$ cat config.mk
export PLATFORM = sky130hd
export DESIGN_NAME = cuckoo_lookup
export DESIGN_NICKNAME = d
export VERILOG_FILES = /design/src/rtl/cuckoo_lookup.sv
export SDC_FILE = /design/constraint.sdc
export NUM_CORES = 1
export LEC_CHECK = 0
export BUFFER_PORTS_ARGS = -buffer_cell sky130_fd_sc_hd__buf_2
export CAP_MARGIN = 5
export CORE_ASPECT_RATIO = 1.75
export CORE_MARGIN = 4
export CORE_UTILIZATION = 52
export CTS_BUF_LIST = sky130_fd_sc_hd__clkbuf_8
export DETAILED_ROUTE_END_ITERATION = 12
export PLACE_DENSITY = 0.88
export SLEW_MARGIN = 20
export SYNTH_ARGS = -nofsm -noshare
export SYNTH_HDL_FRONTEND = slang
export SYNTH_SLANG_ARGS = --single-unit
$ cat constraint.sdc
create_clock -name clk -period 3.49 [get_ports clk]
set_input_delay 0.698 -clock clk [delete_from_list [all_inputs] [get_ports clk]]
set_output_delay 0.698 -clock clk [all_outputs]
set_load 0.02 [all_outputs]
$ cat src/rtl/cuckoo_lookup.sv
// Read-side lookup engine for a two-table cuckoo hash: probes table1 at h1(key),
// then table2 at h2(key), and reports hit/miss with saturating statistics.
module cuckoo_lookup #(
    parameter int KEY_W = 32,
    parameter int IDX_W = 4,
    parameter int CNT_W = 16
) (
    input  logic             clk,
    input  logic             rst,
    input  logic             req_valid,
    input  logic [KEY_W-1:0] req_key,
    output logic             req_ready,
    output logic             t1_rd_en,
    output logic [IDX_W-1:0] t1_rd_addr,
    input  logic [KEY_W-1:0] t1_rd_data,
    input  logic             t1_rd_filled,
    output logic             t2_rd_en,
    output logic [IDX_W-1:0] t2_rd_addr,
    input  logic [KEY_W-1:0] t2_rd_data,
    input  logic             t2_rd_filled,
    output logic             resp_valid,
    input  logic             resp_ready,
    output logic             resp_hit,
    output logic             resp_table,
    output logic [IDX_W-1:0] resp_idx,
    output logic [CNT_W-1:0] hit_count,
    output logic [CNT_W-1:0] miss_count
);

    typedef enum logic [2:0] {IDLE, PROBE1, WAIT1, PROBE2, WAIT2, RESP} state_t;

    state_t           state;
    logic [KEY_W-1:0] key_q;
    logic [IDX_W-1:0] h1;
    logic [IDX_W-1:0] h2;
    logic             t1_hit;
    logic             t2_hit;

    assign h1     = key_q[IDX_W-1:0];
    assign h2     = key_q[2*IDX_W-1:IDX_W] ^ key_q[IDX_W-1:0];
    assign t1_hit = t1_rd_filled && (t1_rd_data == key_q);
    assign t2_hit = t2_rd_filled && (t2_rd_data == key_q);

    // Addresses follow the latched key; they only matter while a strobe is high.
    assign t1_rd_addr = h1;
    assign t2_rd_addr = h2;

    function automatic logic [CNT_W-1:0] sat_inc(input logic [CNT_W-1:0] c);
        return (c == '1) ? c : c + CNT_W'(1);
    endfunction

    always_ff @(posedge clk) begin
        if (rst) begin
            state      <= IDLE;
            key_q      <= '0;
            req_ready  <= 1'b1;
            resp_valid <= 1'b0;
            resp_hit   <= 1'b0;
            resp_table <= 1'b0;
            resp_idx   <= '0;
            t1_rd_en   <= 1'b0;
            t2_rd_en   <= 1'b0;
            hit_count  <= '0;
            miss_count <= '0;
        end else begin
            t1_rd_en <= 1'b0;
            t2_rd_en <= 1'b0;
            case (state)
                IDLE: begin
                    if (req_valid) begin
                        key_q     <= req_key;
                        req_ready <= 1'b0;
                        t1_rd_en  <= 1'b1;
                        state     <= PROBE1;
                    end
                end
                PROBE1: state <= WAIT1;
                WAIT1: begin
                    if (t1_hit) begin
                        resp_hit   <= 1'b1;
                        resp_table <= 1'b0;
                        resp_idx   <= h1;
                        resp_valid <= 1'b1;
                        hit_count  <= sat_inc(hit_count);
                        state      <= RESP;
                    end else begin
                        t2_rd_en <= 1'b1;
                        state    <= PROBE2;
                    end
                end
                PROBE2: state <= WAIT2;
                WAIT2: begin
                    resp_valid <= 1'b1;
                    state      <= RESP;
                    if (t2_hit) begin
                        resp_hit   <= 1'b1;
                        resp_table <= 1'b1;
                        resp_idx   <= h2;
                        hit_count  <= sat_inc(hit_count);
                    end else begin
                        resp_hit   <= 1'b0;
                        resp_table <= 1'b0;
                        resp_idx   <= '0;
                        miss_count <= sat_inc(miss_count);
                    end
                end
                RESP: begin
                    if (resp_ready) begin
                        resp_valid <= 1'b0;
                        req_ready  <= 1'b1;
                        state      <= IDLE;
                    end
                end
                default: state <= IDLE;
            endcase
        end
    end

endmodule

# After elaboration in Yosys (flattened, before gate mapping)

Index checks and enable logic that the tools add are counted.

Bits in registers: 77
Word-level logic and storage cells: 69

Add/subtract/negate cells: 2
Equality and inequality tests: 13
Multiplexer cells: 23
Bitwise operators: 5
Reduce and logical (&&, ||, !) cells: 15

Operators by type and width:

| kind                    | count |
|---|---|
| $eq A32 B32 Y1          | 2 |
| $mux W16                | 3 |
| $add A16 B1 Y16 const B | 2 |
| $eq A16 B16 Y1 const B  | 2 |
| $pmux W16 S2            | 1 |
| $pmux W3 S6             | 1 |
| $reduce_and A3 Y1       | 4 |
| $mux W3                 | 3 |
| $mux W1                 | 8 |
| $mux W4                 | 2 |
| $ne A2 B2 Y1 const B    | 4 |
| $pmux W4 S2             | 1 |
| $eq A3 B2 Y1 const B    | 2 |
| $eq A3 B3 Y1 const B    | 2 |
| $pmux W1 S2             | 3 |
| $reduce_and A2 Y1       | 3 |
| $not A1 Y1              | 4 |
| $reduce_bool A2 Y1      | 2 |
| $reduce_or A2 Y1        | 2 |
| $xor A4 B4 Y4           | 1 |
| $eq A3 B1 Y1 const B    | 1 |
| $logic_not A3 Y1        | 1 |
| $pmux W1 S3             | 1 |
| $reduce_bool A3 Y1      | 1 |
| $logic_and A1 B1 Y1     | 2 |

# Logic depth before layout (Yosys ltp)

Gate-level depths: netlist (run 1).

Depth after elaboration: 4
Depth in mapped cells: 10
Depth with buffers taken out: 7

# Least setup slack after synthesis (run 1)

Ideal clock, no wire load.

Kind: input to register
Start point: input port t2_rd_data[11]
End point: register miss_count[1]
Arrival: 2.555 ns
Slack: 0.808 ns
Stages on the path: 9
Path buffers: 2
Path through: xnor2_1 > nand4_1 > or4_1 > or4_1 > buf_2 > nand3b_2 > buf_4 > mux2i_1 > nor2_1

Cells in the longest elaborated chain, start to end: 4

Ends and longest elaborated chain:

| item                        | RTL line | RTL |
|---|---|---|
| start: declaration          | 19       | `input logic [KEY_W-1:0] t2_rd_data,` |
| $eq A32 B32 Y1              | 42       | `assign t2_hit = t2_rd_filled && (t2_rd_data == key_q);` |
| $logic_and A1 B1 Y1         | 42       |  |
| $not A1 Y1 (no line)        | -        |  |
| $reduce_and A3 Y1 (no line) | -        |  |
| end signal: assignment      | 104      | `miss_count <= sat_inc(miss_count);` |
| end: declaration            | 27       | `output logic [CNT_W-1:0] miss_count` |

No other way between the ends.
A chain may end at the register's enable or synchronous reset.

# Worst setup path in the final report (run 1)

Start point: register key_q[7]
End point: register resp_idx[2]

Cells in the longest elaborated chain, start to end: 4
Elaborated cells on any way between the ends: 8
Classes of those cells: 3 x eq/ne; 2 x mux; 3 x reduce/logical

Ends and longest elaborated chain:

| item                                                    | RTL line | RTL |
|---|---|---|
| start: declaration                                      | 33       | `logic [KEY_W-1:0] key_q;` |
| start signal: assignment                                | 71       | `key_q <= req_key;` |
| $eq A32 B32 Y1 (on tied branches)                       | 42, 41   |  |
| $logic_and A1 B1 Y1 (on tied branches)                  | 42, 41   |  |
| $mux W4 / $ne A2 B2 Y1 (equally long branches)          | -        |  |
| $pmux W4 S2 / $reduce_and A2 Y1 (equally long branches) | -        |  |
| end signal: assignment                                  | 82       | `resp_idx <= h1;` |
| end signal: assignment                                  | 98       | `resp_idx <= h2;` |
| end signal: assignment                                  | 103      | `resp_idx <= '0;` |
| end: declaration                                        | 25       | `output logic [IDX_W-1:0] resp_idx,` |

Several ways; a longest one is shown, not always the timed one.

==> results of run 1 <==
## report_power, final
part	internal (mW)	leakage (nW)	switching [mW]
clock	0.385	0.110	0.337
sequential	0.915	0.626	0.0571
combinational	0.155	1.49	0.195
total	1.45	2.22	0.589
## sequential cells by signal, indices dropped and copies added, names as in the netlist, 3 cells and up
| register | flops |
|---|---|
| hit_count | 16 |
| key_q | 32 |
| miss_count | 16 |
| resp_idx | 4 |
| state | 3 |
## synthesized netlist by cell type (4+ instances only)
cell type	n	share of area
dfxtp_1	77	0.36
nand3_1	19	0.022
o31ai_1	6	0.010
xor2_1	35	0.071
nor4_1	10	0.015
o21ai_0	16	0.019
nor2b_1	8	0.012
buf_2	6	0.0070
a21oi_1	56	0.065
and3_1	7	0.010
clkbuf_1	21	0.018
or3_1	13	0.019
nor3_1	12	0.014
nor2_1	19	0.017
xnor2_1	35	0.071
nand2b_1	12	0.017
a311oi_1	4	0.0082
inv_1	22	0.019
nand4_1	14	0.020
nand2_1	88	0.077
or4_1	9	0.016
buf_4	5	0.0087
o2111ai_1	4	0.0082
## critical path, stage by stage (launching register included)
cell,delay [ns]
dfxtp_1,0.54
xnor2_1,0.16
nand4_1,0.19
or4_1,0.56
nor4_2,0.34
o21ai_0,0.44
a311oi_1,0.39
nor3_1,0.10
## through the flow
step	power, mW	instance area, sq um	utilization	std cells
floorplan	1.21	4290	-	541
global placement	1.33	5030	0.627	752
detailed placement	1.34	5030	0.627	752
CTS	2.05	5240	0.653	768
global route	2.14	5240	0.653	768
finish	2.04	5240	0.653	768
## final timing paths
path | depth (start not counted) | endpoint | from
setup reg to reg | 7 | resp_idx[2]$_SDFFE_PP0P_ | key_q[7]$_SDFFE_PP0P_
hold / removal | 2 | req_ready$_SDFFE_PP1P_ | req_ready$_SDFFE_PP1P_
setup / recovery | 7 | resp_idx[2]$_SDFFE_PP0P_ | key_q[7]$_SDFFE_PP0P_
hold reg to reg | 2 | req_ready$_SDFFE_PP1P_ | req_ready$_SDFFE_PP1P_
## routing by layer
layer	GRT usage	vias up	share of wire
met2	0.476	145	0.54
met5	0	-	0
li1	-	2137	-
met3	0.0584	33	0.056
met1	0.270	1974	0.37
met4	0.131	0	0.039
## cell families (layout without fill, tap and decap cells)
| kind of cell | after synthesis | count (layout) | share of synthesized area |
|---|---|---|---|
| buffers and inverters | 58 | 195 | 0.0621 |
| multiplexers | 5 | 5 | 0.0125 |
| XOR/XNOR | 71 | 71 | 0.147 |
| flip-flops | 77 | 77 | 0.359 |
| AND/OR/NAND/NOR | 229 | 229 | 0.275 |
| adder cells (fa/ha/maj) | 2 | 2 | 0.00583 |
| AO/OA/AOI/OAI | 99 | 99 | 0.139 |
## final cells by class
cell class              count  area (sq um)  area share
well taps                  90           113      0.0215
repair buffers            156           793       0.151
inverters                  23          86.3      0.0165
flip-flops and latches     77          1540       0.294
clock inverters             4          46.3     0.00884
clock buffers              12           165      0.0315
multi-input cells         406          2490       0.476
==> run summary, run 1 <==
status - finished clean
count of pins over their slew limit - 0
core area - 0.00802 sq mm
CTS Root Cell - clkbuf_8
Clock Path Buffers - 2
CTS tree - done
GRT Residual Overflow - 0
Layout area overhead - 22.0%
Worst Hold Class - flop to flop
Mapped Avg Cell Area - 7.94 sq um
clock sink total - 77
routed len/inst - 16.3 um
worst path required time - 3.70 ns
most frequent cells in the layout - 151 x buf_2, 88 x nand2_1, 77 x dfxtp_1, 56 x a21oi_1
number of max-cap violations - 0
row count - 43
Antenna Cells - 0
peak supply drop - 234 uV
initial antenna violation count - 0
final setup TNS - 0 ns
Die Span Y - 128 um
DR iter-0 viols - 246
# resized after CTS - 0
Fillers - 707
Via density - 5.58
flop-to-flop setup slack - 0.63 ns
post-route minimum period - 2.86 ns
Least-Margin Pin Slew - 1.01 ns
post-route clock period utilization - 0.820
Critical Path End Type - flop
post-CTS setup buffers - 0
antenna-violating nets left - 0
final hold violation count - 0
syn nets - 645
clock latency on the worst-skew pair - 0.36 ns
via count of the first global-routing pass - 4,341
critical path type - flop to flop
first-pass GRT wire length - 20.2 mm
PortBufs - 151
Layout Skew - 0.00746 ns
final worst setup slack - 0.627 ns
#FFs+latches synth - 77
cell area power density - 390 mW/mm^2
Post-synth EDFFs - 0
Synth cell types - 52
dpl ws - 0.312 ns
cts bufs inserted - 9
Initial DRT Pass Iterations - 4
worst hold slack - 0.456 ns
Static Leak - 2.22 nW
RSZ-0062 raised after global routing - no
htree depth - 3
Die ar. - 0.00983 sq mm
die width - 76.7 um
slew margin rel. - 0.323
setup violators final - 0
Arrival @ worst endpoint - 3.07 ns
# hold bufs at CTS - 0
vias - 4,289
commonest non-fill, non-tap cell in the layout - buf_2
Yosys warning count - 0
Routed WL - 12.5 mm
Final GP Congestion - 0.905
clock transition at the registers of the reported paths - 0.08 ns
Final #Nets - 777
dpl hpwl - 9.86 mm
critical path startpoint category - flop
Post-route DRC - 0
synthesized cell area - 0.00429 sq mm
I/O pin cnt - 152
total track usage - 0.258
sequential area share after synthesis - 0.359
largest net degree at the start of global routing - 54
Syn Inst Count - 541
FFs w/ async S/R, synth - 0
share of post-route cells with drive strength above 1 - 0.270
top_reg_cell synth - dfxtp_1
achievable frequency - 349 MHz
Crit Path Max Fanout - 11
initial core utilization - 0.536
Power figures use the tool's default switching activity.
==> run 2, diff against run 1 <==
--- a/config.mk
+++ b/config.mk
@@ -9,10 +9,10 @@
 export CAP_MARGIN = 5
 export CORE_ASPECT_RATIO = 1.75
 export CORE_MARGIN = 4
-export CORE_UTILIZATION = 52
+export CORE_UTILIZATION = 47
 export CTS_BUF_LIST = sky130_fd_sc_hd__clkbuf_8
 export DETAILED_ROUTE_END_ITERATION = 12
-export PLACE_DENSITY = 0.88
+export PLACE_DENSITY = 0.84
 export SLEW_MARGIN = 20
 export SYNTH_ARGS = -nofsm -noshare
 export SYNTH_HDL_FRONTEND = slang
==> constraint.sdc (replaced) <==
create_clock -name clk -period 2.4 [get_ports clk]
set_input_delay 0.48 -clock clk [delete_from_list [all_inputs] [get_ports clk]]
set_output_delay 0.48 -clock clk [all_outputs]
set_load 0.02 [all_outputs]
==> run 2 against run 1 <==
Compared with the run above:
- first-iteration DRC count fell by 0.41%
- cell area is 15% higher
- critical path depth increased by 1
- maximum frequency increased by 16%
- final cell count grew 11%
- worst hold slack worse by 0.12 ns
- non-clock buffer count increased by 54
- sequential share of layout area shrank 3.3 points
- global-route usage increased by 0.58 points
- the run now ends with setup timing left
- clock skew grew 0.0037 ns
- routed wire length up 15%
- via count grew 10%
- highest routed layer unchanged
==> run summary, run 2 (synthesis gave the netlist of run 1 again) <==
largest net degree at the start of global routing - 55 (was 54)
violated checks - setup timing
row count - 45 (was 43)
Layout area overhead - 40.0% (was 22.0%)
routed len/inst - 17.0 um (was 16.3 um)
Final Util - 0.684 (was 0.653)
critical path type - flop to flop (unchanged)
first-pass GRT wire length - 22.1 mm (was 20.2 mm)
antenna-violating nets left - 0 (unchanged)
DR iter-0 viols - 245 (was 246)
initial core utilization - 0.489 (was 0.536)
number of max-cap violations - 0 (unchanged)
via count of the first global-routing pass - 4,672 (was 4,341)
Final GP Congestion - 0.946 (was 0.905)
commonest non-fill, non-tap cell in the layout - buf_2 (unchanged)
CP Cell Sequence - xnor2_1 > nand2_1 > or4_1 > or4_4 > buf_8 > nand3b_4 > nor4_1 > mux2_1 (was xnor2_1 > nand4_1 > or4_1 > nor4_2 > o21ai_0 > a311oi_1 > nor3_1)
worst hold slack - 0.337 ns (was 0.456 ns)
clock sink total - 77 (unchanged)
post-route minimum period - 2.46 ns (was 2.86 ns)
M1 GR Usage - 0.264 (was 0.270)
final hold violation count - 0 (unchanged)
total power - 3.03 mW (was 2.04 mW)
critical path startpoint category - flop (unchanged)
dpl hpwl - 10.7 mm (was 9.86 mm)
initial antenna violation count - 1 (was 0)
core area - 0.00878 sq mm (was 0.00802 sq mm)
vias - 4,738 (was 4,289)
final worst setup slack - -0.0612 ns (was 0.627 ns)
post-route clock period utilization - 1.03 (was 0.820)
CP delay by family, top - simple AND/OR/NAND/NOR gates (unchanged)
GRT Residual Overflow - 0 (unchanged)
Via density - 5.58 (about the same)
Largest regs - key_q x32, hit_count x16, miss_count x16 (unchanged)
total track usage - 0.264 (was 0.258)
Layout Skew - 0.0112 ns (was 0.00746 ns)
htree depth - 3 (unchanged)
Arrival @ worst endpoint - 2.71 ns (was 3.07 ns)
Post-route DRC - 0 (unchanged)
CTS tree - done (unchanged)
critical path's largest stage delay - 0.57 ns (was 0.56 ns)
Worst Hold Class - input port to flop (was flop to flop)
max FFs per register - 32 (unchanged)
Multi-input gate area - 0.00279 sq mm (was 0.00249 sq mm)
PortBufs - 151 (unchanged)
peak supply drop - 416 uV (was 234 uV)
final cell count without fillers - 849 (was 768)
GRT met2 Usage - 0.473 (was 0.476)
I/O pin cnt - 152 (unchanged)
busiest grt layer - met2 (unchanged)
achievable frequency - 406 MHz (was 349 MHz)
Clock Path Buffers - 2 (unchanged)
CTS Root Cell - clkbuf_8 (unchanged)
Slowest cell on crit path - or4_4 (was or4_1)
Final #Nets - 831 (was 777)
Routed WL - 14.4 mm (was 12.5 mm)
Static Leak - 2.61 nW (was 2.22 nW)
flip-flop and latch area - 0.00157 sq mm (was 0.00154 sq mm)
Least-Margin Pin Slew - 0.550 ns (was 1.01 ns)
met3 GRT Util - 0.0585 (was 0.0584)
Die Span Y - 134 um (was 128 um)
Worst Setup SP - key_q[0]$_SDFFE_PP0P_ (was key_q[7]$_SDFFE_PP0P_)
Die ar. - 0.0108 sq mm (was 0.00983 sq mm)
status - finished with violations (was finished clean)
Initial DRT Pass Iterations - 5 (was 4)
clock latency on the worst-skew pair - 0.37 ns (was 0.36 ns)
setup violators final - 11 (was 0)
cts bufs inserted - 9 (unchanged)
share of post-route cells with drive strength above 1 - 0.405 (was 0.270)
clock transition at the registers of the reported paths - 0.08 ns (about the same)
die width - 80.3 um (was 76.7 um)
dpl cells - 823 (was 752)
Buf/Inv on CP - 1 (was 0)
RSZ-0062 raised after global routing - yes (was no)
Critical Path End Type - flop (unchanged)
most frequent cells in the layout - 153 x buf_2, 88 x nand2_1, 62 x dfxtp_1, 51 x a21oi_1, 51 x buf_4 (was 151 x buf_2, 88 x nand2_1, 77 x dfxtp_1, 56 x a21oi_1)
cell area power density - 503 mW/mm^2 (was 390 mW/mm^2)
Largest Register - key_q (unchanged)
worst path required time - 2.65 ns (was 3.70 ns)
hold path start - req_key[23] (was req_ready$_SDFFE_PP1P_)
Crit Path Max Fanout - 5 (was 11)
critical register-to-register path startpoint - key_q[0]$_SDFFE_PP0P_ (was key_q[7]$_SDFFE_PP0P_)
slew margin rel. - 0.634 (was 0.323)
count of pins over their slew limit - 0 (unchanged)
Fillers - 711 (was 707)
-- run 2: path summary, 6_finish.rpt --
check	slack (ns)	cells after the start	to
worst max-delay path	-0.06	8	miss_count[11]$_SDFFE_PP0P_
worst min-delay path	0.34	3	key_q[23]$_SDFFE_PP0P_
worst max register to register	-0.06	8	miss_count[11]$_SDFFE_PP0P_
worst min register to register	0.46	1	state[1]$_SDFFE_PP0P_
-- run 2: worst reg2reg max path, stage by stage, from the launching register on --
cell      delay, ns
dfxtp_2        0.34
xnor2_1        0.18
nand2_1        0.08
or4_1          0.52
or4_4          0.57
buf_8          0.16
nand3b_4       0.12
nor4_1         0.07
mux2_1         0.32
-- run 2: stage by stage --
stage	cell area (sq um)	TNS (ns)	setup WS [ns]
after floorplan	4360	0	0.00124
after global placement	5460	-8.38	-0.327
after detailed placement	5460	-9.71	-0.348
after CTS	5760	-0.0213	-0.0127
after global routing	6010	-3.08	-0.176
final	6010	-0.263	-0.0612
-- run 2: where the power goes --
part / leakage, nW / total [mW] / switching, mW / internal, mW
combinational: 1.89 / 0.678 / 0.355 / 0.323
sequential: 0.633 / 1.40 / 0.0696 / 1.33
clock: 0.0905 / 0.944 / 0.491 / 0.453
total: 2.61 / 3.03 / 0.916 / 2.11
-- run 2: routing by layer --
layer  wire length [um]  vias up  part of all wire
met5                  0        -                 0
met4                995        0             0.069
met3                865       68             0.060
met2               7730      213              0.54
met1               4820     2205              0.33
li1                   -     2252                 -
-- run 2: timing repair --
item,4_1_cts,5_1_grt
hold buffers,0,0
buffers inserted,4,4
cloned,1,2
resized for setup,23,49
pin swaps,3,17
setup endpoints to repair,30,36
-- run 2: layout make-up --
class	instances	area share
Multi-Input combinational cell	406	0.465
Sequential cell	77	0.261
Timing Repair Buffer	210	0.204
Clock buffer	12	0.0275
Tap cell	117	0.0244
Inverter	23	0.0144
Clock inverter	3	0.00333
Antenna cell	1	0.000416
==> run 3, diff against run 2 <==
--- a/config.mk
+++ b/config.mk
@@ -10,8 +10,9 @@
 export CORE_ASPECT_RATIO = 1.75
 export CORE_MARGIN = 4
 export CORE_UTILIZATION = 47
-export CTS_BUF_LIST = sky130_fd_sc_hd__clkbuf_8
+export CTS_BUF_LIST = sky130_fd_sc_hd__clkbuf_4 sky130_fd_sc_hd__clkbuf_8
 export DETAILED_ROUTE_END_ITERATION = 12
+export GPL_ROUTABILITY_DRIVEN = 0
 export PLACE_DENSITY = 0.84
 export SLEW_MARGIN = 20
 export SYNTH_ARGS = -nofsm -noshare
==> run 3 against run 2 <==
Compared with the run above:
- the flow still finishes with violations (setup timing)
- worst setup slack worse by 0.040 ns
- final cell count grew 1.1%
- die area unchanged
- clock-buffer cell count is the same
- via count grew 2.3%
- combinational power grew 7.4%
- critical endpoint unchanged
==> run summary, run 3 (synthesis gave the netlist of run 1 again) <==
status - finished with violations (unchanged)
violated checks - setup timing (unchanged)
Layout Skew - 0.0112 ns (about the same)
CTS tree - done (unchanged)
clock sink total - 77 (unchanged)
Crit Path Max Fanout - 8 (was 5)
RSZ-0062 raised after global routing - yes (unchanged)
antenna-violating nets left - 0 (unchanged)
dpl hpwl - 10.8 mm (was 10.7 mm)
critical path type - flop to flop (unchanged)
clock transition at the registers of the reported paths - 0.08 ns (about the same)
row count - 45 (unchanged)
cell-internal power - 2.23 mW (was 2.11 mW)
final worst setup slack - -0.101 ns (was -0.0612 ns)
slew margin rel. - 0.611 (was 0.634)
routed len/inst - 17.4 um (was 17.0 um)
setup violators final - 23 (was 11)
total track usage - 0.263 (was 0.264)
Die ar. - 0.0108 sq mm (unchanged)
Initial DRT Pass Iterations - 5 (unchanged)
post-route minimum period - 2.50 ns (was 2.46 ns)
share of post-route cells with drive strength above 1 - 0.427 (was 0.405)
die width - 80.3 um (unchanged)
sw power - 0.934 mW (was 0.916 mW)
Largest Register - key_q (unchanged)
Post-route DRC - 0 (unchanged)
largest net degree at the start of global routing - 57 (was 55)
critical path startpoint category - flop (unchanged)
Fillers - 673 (was 711)
core area - 0.00878 sq mm (unchanged)
clock latency on the worst-skew pair - 0.36 ns (was 0.37 ns)
Worst Hold Class - input port to flop (unchanged)
most frequent cells in the layout - 153 x buf_2, 88 x nand2_1, 58 x dfxtp_1, 53 x a21oi_1, 51 x buf_4 (was 153 x buf_2, 88 x nand2_1, 62 x dfxtp_1, 51 x a21oi_1, 51 x buf_4)
peak supply drop - 427 uV (was 416 uV)
post-route clock period utilization - 1.04 (was 1.03)
Sw Ratio - 0.295 (was 0.303)
cell area after layout - 0.00623 sq mm (was 0.00601 sq mm)
Critical Path End Type - flop (unchanged)
Largest regs - key_q x32, hit_count x16, miss_count x16 (unchanged)
Via density - 5.65 (was 5.58)
I/O pin cnt - 152 (unchanged)
commonest non-fill, non-tap cell in the layout - buf_2 (unchanged)
# hold bufs at CTS - 0 (unchanged)
clock share of power - 0.324 (was 0.312)
CTS Root Cell - clkbuf_8 (unchanged)
vias - 4,849 (was 4,738)
Static Leak - 2.67 nW (was 2.61 nW)
cell area power density - 508 mW/mm^2 (was 503 mW/mm^2)
GRT Residual Overflow - 0 (unchanged)
final setup TNS - -0.944 ns (was -0.263 ns)
Layout area overhead - 45.0% (was 40.0%)
achievable frequency - 400 MHz (was 406 MHz)
DR iter-0 viols - 398 (was 245)
Final #Nets - 840 (was 831)
number of max-cap violations - 0 (unchanged)
sequential power share - 0.446 (was 0.464)
count of pins over their slew limit - 0 (unchanged)
placed cell area - 0.00543 sq mm (was 0.00546 sq mm)
Clock Path Buffers - 2 (unchanged)
combinational power share - 0.230 (was 0.224)
htree depth - 3 (unchanged)
Routed WL - 15.0 mm (was 14.4 mm)
Arrival @ worst endpoint - 2.75 ns (was 2.71 ns)
max FFs per register - 32 (unchanged)
first-pass GRT wire length - 22.1 mm (about the same)
Die Span Y - 134 um (unchanged)
PortBufs - 151 (unchanged)
cts bufs inserted - 9 (unchanged)
final hold violation count - 0 (unchanged)
initial core utilization - 0.489 (unchanged)
initial antenna violation count - 1 (unchanged)
worst path required time - 2.65 ns (about the same)
Least-Margin Pin Slew - 0.580 ns (was 0.550 ns)
via count of the first global-routing pass - 4,701 (was 4,672)
-- run 3: cell types whose count changed in the layout (fill, tap and decap cells not counted), sizes merged --
cell	delta
clkinv	-1
bufinv	+1
buf	+9
-- run 3: worst max-delay path, stage by stage (launching register included) --
cell and delay [ns]:
dfxtp_2 0.36, xnor2_4 0.22, nand4_1 0.11, or4_1 0.48, or4_4 0.56, buf_6 0.16, nand3b_4 0.13, nor4_2 0.06
mux2_1 0.32
-- run 3: metal layers --
layer / routed length [um] / part of all wire / GRT usage / vias up
met2: 7980 / 0.53 / 0.475 / 238
met3: 946 / 0.063 / 0.0504 / 76
met5: 0 / 0 / 0 / -
li1: - / - / - / 2274
met4: 1020 / 0.068 / 0.184 / 0
met1: 5020 / 0.34 / 0.261 / 2261
-- run 3: worst paths after layout --
kind | from | end | slack (ns) | cells past startpoint
worst max-delay path | key_q[29]$_SDFFE_PP0P_ | miss_count[11]$_SDFFE_PP0P_ | -0.10 | 8
worst min register to register | req_ready$_SDFFE_PP1P_ | req_ready$_SDFFE_PP1P_ | 0.45 | 2
worst min-delay path | req_key[21] | key_q[21]$_SDFFE_PP0P_ | 0.35 | 3
worst max register to register | key_q[29]$_SDFFE_PP0P_ | miss_count[11]$_SDFFE_PP0P_ | -0.10 | 8
-- run 3: cell type report --
class | instances | area, sq um | area share
Tap cell | 117 | 146 | 0.0235
Sequential cell | 77 | 1570 | 0.252
Inverter | 23 | 86.3 | 0.0139
Antenna cell | 1 | 2.50 | 0.000402
Clock inverter | 3 | 45.0 | 0.00723
Multi-Input combinational cell | 406 | 2890 | 0.464
Timing Repair Buffer | 219 | 1330 | 0.213
Clock buffer | 12 | 159 | 0.0255
-- run 3: per-stage QoR --
stage	setup slack (ns)	hold WS, ns	cells	power [mW]	utilization
2_1_floorplan	0.00124	0.458	541	1.77	-
3_3_place_gp	-0.299	0.423	820	2.02	0.619
3_5_place_dp	-0.324	0.440	820	2.04	0.619
4_1_cts	-0.0237	0.337	851	3.10	0.675
5_1_grt	-0.165	0.341	858	3.28	0.709
6_report	-0.101	0.352	858	3.16	0.709
-- run 3: power by group through the flow --
stage               Combinational, mW  Sequential (mW)  Clock [mW]
CTS                             0.663             1.40        1.04
global placement                0.602             1.42           0
finish                          0.728             1.41        1.02
detailed placement              0.615             1.42           0
global route                    0.780             1.41        1.08
floorplan                       0.355             1.41           0
-- run 3: what timing repair did --
action | CTS | global route
buffers inserted | 14 | 5
gates cloned | 2 | 1
endpoints found under the setup margin | 26 | 39
gates resized for setup | 41 | 55
pin swaps | 8 | 31
